[src/rtl/sng_pkg.sv]
// Shared defaults and state encoding for the dual stochastic number generator.
package sng_pkg;

    localparam int unsigned SNG_WIDTH     = 8;
    localparam int unsigned SNG_FRAME_LEN = 256;
    localparam int unsigned SNG_CNT_W     = 9;

    typedef enum logic [2:0] {
        ST_IDLE  = 3'd0,
        ST_SEED  = 3'd1,
        ST_RUN   = 3'd2,
        ST_FLUSH = 3'd3,
        ST_DONE  = 3'd4
    } sng_state_e;

endpackage

[src/rtl/sng_chan.sv]
// One stochastic channel: probability latch, registered compare, ones counter.
module sng_chan
    import sng_pkg::*;
#(
    parameter int unsigned WIDTH = SNG_WIDTH,
    parameter int unsigned CNT_W = SNG_CNT_W
) (
    input  logic             clk,
    input  logic             rst_n,
    input  logic             load,
    input  logic             run,
    input  logic             valid,
    input  logic [WIDTH-1:0] x,
    input  logic [WIDTH-1:0] rnd,
    output logic             s,
    output logic [CNT_W-1:0] cnt
);

    logic [WIDTH-1:0] x_q, x_d;
    logic             s_q, s_d;
    logic [CNT_W-1:0] cnt_q, cnt_d;

    always_comb begin
        x_d   = x_q;
        s_d   = 1'b0;
        cnt_d = cnt_q;
        if (run) begin
            s_d = (rnd < x_q);
        end
        if (valid && s_q) begin
            cnt_d = cnt_q + CNT_W'(1);
        end
        // a new frame's latch and counter clear win over any stale count
        if (load) begin
            x_d   = x;
            cnt_d = '0;
        end
    end

    always_ff @(posedge clk or negedge rst_n) begin
        if (!rst_n) begin
            x_q   <= '0;
            s_q   <= 1'b0;
            cnt_q <= '0;
        end else begin
            x_q   <= x_d;
            s_q   <= s_d;
            cnt_q <= cnt_d;
        end
    end

    assign s   = s_q;
    assign cnt = cnt_q;

endmodule

[src/rtl/sng_frame_dual.sv]
// Frame sequencer for two stochastic channels; drives LFSR reseed/advance.
module sng_frame_dual
    import sng_pkg::*;
#(
    parameter int unsigned WIDTH     = SNG_WIDTH,
    parameter int unsigned FRAME_LEN = SNG_FRAME_LEN,
    parameter int unsigned CNT_W     = SNG_CNT_W
) (
    input  logic             TRIG,
    input  logic             RESET,
    input  logic             START,
    input  logic [WIDTH-1:0] X1,
    input  logic [WIDTH-1:0] X2,
    input  logic [WIDTH-1:0] RND1,
    input  logic [WIDTH-1:0] RND2,
    output logic             LFSR_INIT,
    output logic             LFSR_EN,
    output logic             S1,
    output logic             S2,
    output logic             S_VALID,
    output logic             BUSY,
    output logic             DONE,
    output logic [CNT_W-1:0] CNT1,
    output logic [CNT_W-1:0] CNT2
);

    sng_state_e       state_q, state_d;
    logic [CNT_W-1:0] frame_q, frame_d;
    logic             lfsr_init_q, lfsr_init_d;
    logic             lfsr_en_q, lfsr_en_d;
    logic             s_valid_q, s_valid_d;
    logic             busy_q, busy_d;
    logic             done_q, done_d;
    logic             load_c;
    logic             run_c;

    // next state, frame counter, and outputs decoded from the state being entered
    always_comb begin
        state_d     = state_q;
        frame_d     = frame_q;
        load_c      = 1'b0;
        run_c       = 1'b0;
        case (state_q)
            ST_IDLE, ST_DONE: begin
                if (START) begin
                    load_c  = 1'b1;
                    frame_d = '0;
                    state_d = ST_SEED;
                end else begin
                    state_d = ST_IDLE;
                end
            end
            ST_SEED: state_d = ST_RUN;
            ST_RUN: begin
                run_c   = 1'b1;
                frame_d = frame_q + CNT_W'(1);
                if (frame_q == CNT_W'(FRAME_LEN - 1)) begin
                    state_d = ST_FLUSH;
                end
            end
            ST_FLUSH: state_d = ST_DONE;
            default:  state_d = ST_IDLE;
        endcase
        lfsr_init_d = (state_d == ST_SEED);
        lfsr_en_d   = (state_d == ST_RUN);
        busy_d      = (state_d == ST_SEED) || (state_d == ST_RUN) || (state_d == ST_FLUSH);
        done_d      = (state_d == ST_DONE);
        s_valid_d   = run_c;
    end

    always_ff @(posedge TRIG or negedge RESET) begin
        if (!RESET) begin
            state_q     <= ST_IDLE;
            frame_q     <= '0;
            lfsr_init_q <= 1'b0;
            lfsr_en_q   <= 1'b0;
            s_valid_q   <= 1'b0;
            busy_q      <= 1'b0;
            done_q      <= 1'b0;
        end else begin
            state_q     <= state_d;
            frame_q     <= frame_d;
            lfsr_init_q <= lfsr_init_d;
            lfsr_en_q   <= lfsr_en_d;
            s_valid_q   <= s_valid_d;
            busy_q      <= busy_d;
            done_q      <= done_d;
        end
    end

    sng_chan #(.WIDTH(WIDTH), .CNT_W(CNT_W)) u_chan1 (
        .clk   (TRIG),
        .rst_n (RESET),
        .load  (load_c),
        .run   (run_c),
        .valid (s_valid_q),
        .x     (X1),
        .rnd   (RND1),
        .s     (S1),
        .cnt   (CNT1)
    );

    sng_chan #(.WIDTH(WIDTH), .CNT_W(CNT_W)) u_chan2 (
        .clk   (TRIG),
        .rst_n (RESET),
        .load  (load_c),
        .run   (run_c),
        .valid (s_valid_q),
        .x     (X2),
        .rnd   (RND2),
        .s     (S2),
        .cnt   (CNT2)
    );

    assign LFSR_INIT = lfsr_init_q;
    assign LFSR_EN   = lfsr_en_q;
    assign S_VALID   = s_valid_q;
    assign BUSY      = busy_q;
    assign DONE      = done_q;

endmodule
[config.mk]
export PLATFORM = sky130hd
export DESIGN_NAME = sng_frame_dual
export DESIGN_NICKNAME = d
export VERILOG_FILES = /design/src/rtl/sng_pkg.sv /design/src/rtl/sng_chan.sv /design/src/rtl/sng_frame_dual.sv
export SDC_FILE = /design/constraint.sdc
export NUM_CORES = 1
export LEC_CHECK = 0
export ABC_AREA = 1
export CAP_MARGIN = 20
export CORE_UTILIZATION = 40
export DETAILED_ROUTE_END_ITERATION = 8
export MAX_ROUTING_LAYER = met4
export PLACE_DENSITY_LB_ADDON = 0.12
export SETUP_SLACK_MARGIN = 0.05
export SLEW_MARGIN = 20
export SYNTH_ARGS = -nofsm -noshare
export SYNTH_HDL_FRONTEND = slang
export SYNTH_HIERARCHICAL = 1
export SYNTH_SLANG_ARGS = --single-unit
export TNS_END_PERCENT = 30
[constraint.sdc]
create_clock -name TRIG -period 1.3 [get_ports TRIG]
set_clock_uncertainty 0.1 [all_clocks]
set_input_delay 0.26 -clock TRIG [delete_from_list [all_inputs] [get_ports TRIG]]
set_output_delay 0.26 -clock TRIG [all_outputs]
set_load 0.03 [all_outputs]
## Yosys cells after proc, flatten, opt, wreduce, memory -nomap -nowiden

Index checks and enable logic that the tools add are counted.

- Register bits after elaboration: 53
- Input bits: 35
- Output and inout port bits: 25

- Add/sub/neg operators: 3
- Order comparisons: 2
- Equal/unequal tests: 10
- Multiplexer cells: 14
- Reductions and logical operators: 10

Operators by type and width:

| cell | number |
|---|---|
| $mux 9 | 5 |
| $add 9x1->9 const B | 3 |
| $pmux 9 s2 | 1 |
| $lt 8x8->1 | 2 |
| $eq 3x2->1 const B | 4 |
| $pmux 3 s4 | 1 |
| $eq 9x8->1 const B | 1 |
| $eq 3x1->1 const B | 2 |
| $eq 3x3->1 const B | 2 |
| $mux 1 | 6 |
| $reduce_bool 2->1 | 3 |
| $logic_not 3->1 | 1 |
| $mux 3 | 1 |
| $logic_and 1x1->1 | 2 |
| $logic_or 1x1->1 | 2 |
| $ne 2x2->1 const B | 1 |
| $reduce_and 2->1 | 1 |
| $reduce_or 2->1 | 1 |

## Depth between registers and ports, before layout

- Depth in word-level cells: 6
- Gate-level depth with buffers: 8
- Gate-level depth less buffers: 8

## Cells and area by module

Netlist, hierarchy kept.

By module, submodules not included:

| module | times used | cells an instance | area each (sq um) | seq. area each (sq um) |
|---|---|---|---|---|
| sng_chan | 2 | 131 | 1014.7 | 450.4 |
| sng_frame_dual | 1 | 93 | 784.5 | 425.4 |

## Least setup slack after synthesis

Ideal clock, no wire load.

- Path type: register to register
- From: register u_chan1.cnt_q[0] (netlist: u_chan1/cnt[0])
- To: register u_chan1.cnt_q[8] (netlist: u_chan1/cnt[8])
- Data arrival time: 1.185 ns
- Path slack: -0.102 ns
- Stages on the path, launching flop included: 7
- Buffers on the path: 0
- Clock period less this slack: 1.402 ns
- Cells stage by stage: dfrtp_1 ha_1 nand3_2 nor2_4 nand3_2 nor2_1 nor2_1

- Word-level cells in the longest chain between the ends: 3

Ends and longest elaborated chain:

| item | RTL line | text |
|---|---|---|
| start, declared | sng_chan.sv:21 | `logic [CNT_W-1:0] cnt_q, cnt_d;` |
| start signal, assigned | sng_chan.sv:48 | `cnt_q <= cnt_d;` |
| $add 9x1->9 | sng_chan.sv:31 | `cnt_d = cnt_q + CNT_W'(1);` |
| $mux 9 | sng_chan.sv:30 | `if (valid && s_q) begin` |
| $mux 9 | sng_chan.sv:34 | `if (load) begin` |

No other way between the ends. The select of a mux whose other input is x is not followed.
A chain may end at the register's enable or synchronous reset.

## Final worst setup path

- From: register frame_q[5]
- To: register lfsr_en_q (netlist: LFSR_EN)

- Word-level cells in the longest chain between the ends: 4

Ends and longest elaborated chain:

| item | RTL line | text |
|---|---|---|
| start, declared | sng_frame_dual.sv:28 | `logic [CNT_W-1:0] frame_q, frame_d;` |
| start signal, assigned | sng_frame_dual.sv:82 | `frame_q <= frame_d;` |
| $eq 9x8->1 | sng_frame_dual.sv:57 | `if (frame_q == CNT_W'(FRAME_LEN - 1)) begin` |
| $mux 3 | sng_frame_dual.sv:57 |  |
| $pmux 3 s4 | sng_frame_dual.sv:43 | `case (state_q)` |
| named net state_d[0] | sng_frame_dual.sv:27 | `sng_state_e state_q, state_d;` |
| $eq 3x2->1 | sng_frame_dual.sv:65 | `lfsr_en_d = (state_d == ST_RUN);` |
| named net lfsr_en_d | sng_frame_dual.sv:30 | `logic lfsr_en_q, lfsr_en_d;` |
| end signal, assigned | sng_frame_dual.sv:84 | `lfsr_en_q <= lfsr_en_d;` |
| end, declared | sng_frame_dual.sv:30 |  |

The timed path passes the listed nets, and every way through them passes these cells.

==> impl_metrics.sql <==
INSERT INTO impl_metrics (metric_group, metric, value, unit) VALUES
('timing', 'tightest_slew', '0.2914', 'ns'),
('worst_setup_path', 'critical_path.max_fanout', '2', ''),
('timing', 'post-route-min-period', '1.362', 'ns'),
('timing', 'setup_ws', '-0.06162', 'ns'),
('synthesis', 'synth_async_sr_flop_share', '100.0', '%'),
('place', 'gp_congestion', '0.8180', ''),
('synthesis', 'postSynth.topFlopCell', 'dfrtp_1', ''),
('timing', 'final-max-slew-violation-count', '0', ''),
('synthesis', 'syn-num-nets', '408', ''),
('global_routing', 'grt_start_max_net_pins', '54', ''),
('timing', 'min_period_over_period', '104.7', '%'),
('global_routing', 'number_of_global_route_vias_before_repair', '2385', ''),
('worst_setup_path', 'timing.critical_path.mode_cell', 'nor2_2', ''),
('power', 'p_leak', '2.001', 'nW'),
('worst_setup_path', 'path_delay_family', 'simple AND/OR/NAND/NOR gates', ''),
('timing', 'fmaxAchievable', '734.4', 'MHz'),
('clock_network', 'tritoncts', 'done', ''),
('global_routing', 'grt-ovfl-total', '0', ''),
('timing', 'timing.final.setup_violations', '10', ''),
('synthesis', 'synth.top_cell.area_share', '47.13', '%'),
('synthesis', 'synth_area_leader_cell', 'dfrtp_1', ''),
('timing', 'hold_ws', '0.3633', 'ns'),
('timing', 'hold_viol_final', '0', ''),
('worst_setup_path', 'total_buffers_and_inverters_traversed_by_the_critical_path', '0', ''),
('status', 'run_status', 'finished, violations left', ''),
('clock_network', 'clock_insertion_delay_worst_skew', '0.31', 'ns'),
('drt', 'vias', '2533', ''),
('worst_setup_path', 'cp-start-kind', 'flip-flop', ''),
('worst_setup_path', 'timing.critical_path.arrival', '1.46', 'ns'),
('clock_network', 'clock_tree_sinks', '53', ''),
('worst_setup_path', 'critical_path_class', 'flip-flop to flip-flop', ''),
('synthesis', 'post_synth_most_frequent_cells', '101 x nand2_1, 53 x dfrtp_1, 53 x inv_1', ''),
('clock_network', 'cts-buffers-inserted', '5', ''),
('layout', 'count_of_nets_after_finishing', '506', ''),
('global_routing', 'first_pass_grt_wire_length', '10080', 'um'),
('die', 'die_w', '85.88', 'um'),
('clock_network', 'cts_root_buffer', 'clkbuf_8', ''),
('drt', 'dr.pass1.iters', '4', ''),
('drt', 'drc', '0', ''),
('synthesis', 'postSynthAreaPerCell', '7.927', 'um2'),
('clock_network', 'clockBufferDepth', '2', ''),
('synthesis', 'syn_area', '2814', 'um2'),
('global_routing', 'groute.usage.overall', '17.85', '%'),
('job', 'cap_violations', '0', ''),
('clock_network', 'clkTransAtPathRegs', '0.10', 'ns'),
('place', 'worst_slack_after_detailed_placement', '-0.2434', 'ns'),
('layout', 'final_core_utilization', '61.14', '%'),
('clock_network', 'h-tree-depth', '2', ''),
('die', 'placeable_area', '6794', 'um2'),
('worst_setup_path', 'critical_path.cell_chain', 'nand2_1 > nor2_2 > nand3_2 > nor2_2 > ha_1 > nor2_1 > nor2_2 > nor2_1', ''),
('timing', 'slew_headroom', '80.58', '%'),
('die', 'dieArea', '7375', 'um2'),
('layout', 'antenna_cells', '0', ''),
('drt', 'drt_antenna_net_count', '0', ''),
('synthesis', 'post-synth-top-count-cell', 'nand2_1', ''),
('synthesis', 'synth-seq-area-share', '47.13', '%'),
('die', 'io_pins', '60', ''),
('worst_setup_path', 'critPathSlowestCell', 'dfrtp_1', ''),
('drt', 'detailedRoute.firstIterationViolations', '98', ''),
('drt', 'detail_route.vias_per_cell', '4.605', ''),
('synthesis', 'syn-instance-count', '355', ''),
('drt', 'drt_wl_total', '6122', 'um'),
('synthesis', 'post_synth_main_area_contributors', 'dfrtp_1 47%, nand2_1 13%, ha_1 8.0%', ''),
('layout', 'area_growth_syn_to_layout', '47.62', '%'),
('place', 'hpwlAfterDp', '4329', 'um'),
('status', 'violations_in_the_final_reports', 'setup timing', ''),
('worst_setup_path', 'critical_path_required', '1.40', 'ns'),
('place', 'io_buffers', '59', ''),
('worst_setup_path', 'cp-end-kind', 'flip-flop', ''),
('die', 'initial_util', '41.42', '%'),
('synthesis', 'synth_edf_count', '0', ''),
('timing', 'rsz0062_at_grt', 'true', ''),
('hold_path', 'worstHoldPathType', 'input port to async pin', ''),
('die', 'fp.dieH', '85.88', 'um'),
('power', 'ir_drop', '0.001143', 'V'),
('synthesis', 'synth_seq_cells', '53', ''),
('die', 'std_cell_rows', '30', ''),
('synthesis', 'yosysWarningCount', '6', ''),
('power', 'power_per_cell_area', '1707', 'nW/um2'),
('global_routing', 'antenna_violations_before_repair', '0', ''),
('drt', 'drt-wirelength-per-cell', '11.13', 'um'),
('synthesis', 'synth.distinct_cells', '22', ''),
('worst_setup_path', 'critPathMaxStageDelay', '0.36', 'ns'),
('layout', 'share_of_post_route_cells_with_drive_strength_above_1', '30.40', '%');
-- worst min-delay path, stage by stage --
cell	delay, ns
dlygate4sd3_1	0.53
buf_2	0.12
buf_12	0.26
-- layout by cell type (no fill, tap or decap), types with 2 or more instances in the layout --
cell / n
a21oi_1: 11
a21oi_2: 2
buf_12: 3
buf_4: 32
buf_6: 25
clkbuf_8: 6
clkdlybuf4s50_1: 33
dfrtp_1: 42
dfrtp_2: 11
ha_1: 14
ha_4: 4
inv_1: 51
inv_2: 7
inv_8: 2
nand2_1: 96
nand2_2: 10
nand3_1: 14
nand3_2: 5
nand3_4: 2
nand4_1: 7
nor2_1: 28
nor2_2: 7
nor2_4: 3
nor3_2: 6
nor4_2: 2
o21ai_0: 15
o21ai_1: 2
o21ai_2: 4
-- routing by layer --
| metal | routed length [um] | track usage, % | up-vias | share of wire [%] |
|---|---|---|---|---|
| met5 | 0 | - | - | 0 |
| met4 | 111 | 5.758 | 0 | 1.8 |
| met3 | 147 | 3.176 | 10 | 2.4 |
| met2 | 3055 | 30.95 | 36 | 50 |
| met1 | 2808 | 20.97 | 1176 | 46 |
| li1 | - | - | 1311 | - |
-- metrics by stage --
stage | cells | total power [mW] | TNS, ns | area [um2]
after detailed placement | 524 | 5.440 | -5.977 | 3660
final | 550 | 7.091 | -0.2385 | 4154
after CTS | 550 | 6.932 | -0.1933 | 4036
after floorplan | 355 | 4.361 | 0 | 2894
after global routing | 550 | 7.639 | -2.679 | 4154
after global placement | 524 | 5.382 | -5.700 | 3660
-- cell families after synthesis --
logic type,synth area share [%]
compound gates,6.492
simple gates,28.77
buf+inv,9.604
fa+ha+maj,8.004
flops,47.13
-- layout make-up --
type | count | area, um2
fill | 596 | 2640
multi-input combinational | 236 | 1394
sequential | 53 | 1340
timing repair buffer | 96 | 959.7
inverter | 61 | 246.5
tap | 96 | 120.1
clock buffer | 7 | 86.33
clock inverter | 1 | 7.507
-- registers in the layout, summed over array words and instances, names as in the netlist --
register     flops
LFSR_INIT        1
frame_q          9
state_q          3
DONE             1
u_chan1/cnt      9
BUSY             1
u_chan2/x_q      8
u_chan2/cnt      9
S_VALID          1
u_chan1/x_q      8
u_chan2/s        1
LFSR_EN          1
u_chan1/s        1
-- timing repair --
| item | CTS | global route |
|---|---|---|
| endpoints found under the setup margin | 52 | 70 |
| pin swaps | 7 | 11 |
| hold buffers | 1 | 0 |
| endpoints found under the hold margin | 53 | 0 |
| resized for setup | 31 | 37 |
| gates cloned | 1 | 0 |
| setup buffers | 16 | 0 |
-- final timing paths --
path / startpoint / to / slack, ns / cells after the start
min in group TRIG: X2[0] / u_chan2/x_q[0] / 0.38 / 3
hold reg to reg: u_chan2/x_q[0] / u_chan2/x_q[0] / 0.38 / 2
setup reg to reg: frame_q[5] / LFSR_EN / -0.06 / 8
setup / recovery: frame_q[5] / LFSR_EN / -0.06 / 8
hold / removal: RESET / u_chan2/cnt[8] / 0.36 / 3
max in group asynchronous: RESET / u_chan2/cnt[1] / 0.45 / 3
-- report_power, final --
group          internal (mW)  switching, mW
Sequential              2.16          0.332
Combinational           1.71           1.91
Clock                  0.434          0.540
Total                   4.31           2.78
(Power assumes the default switching activity.)
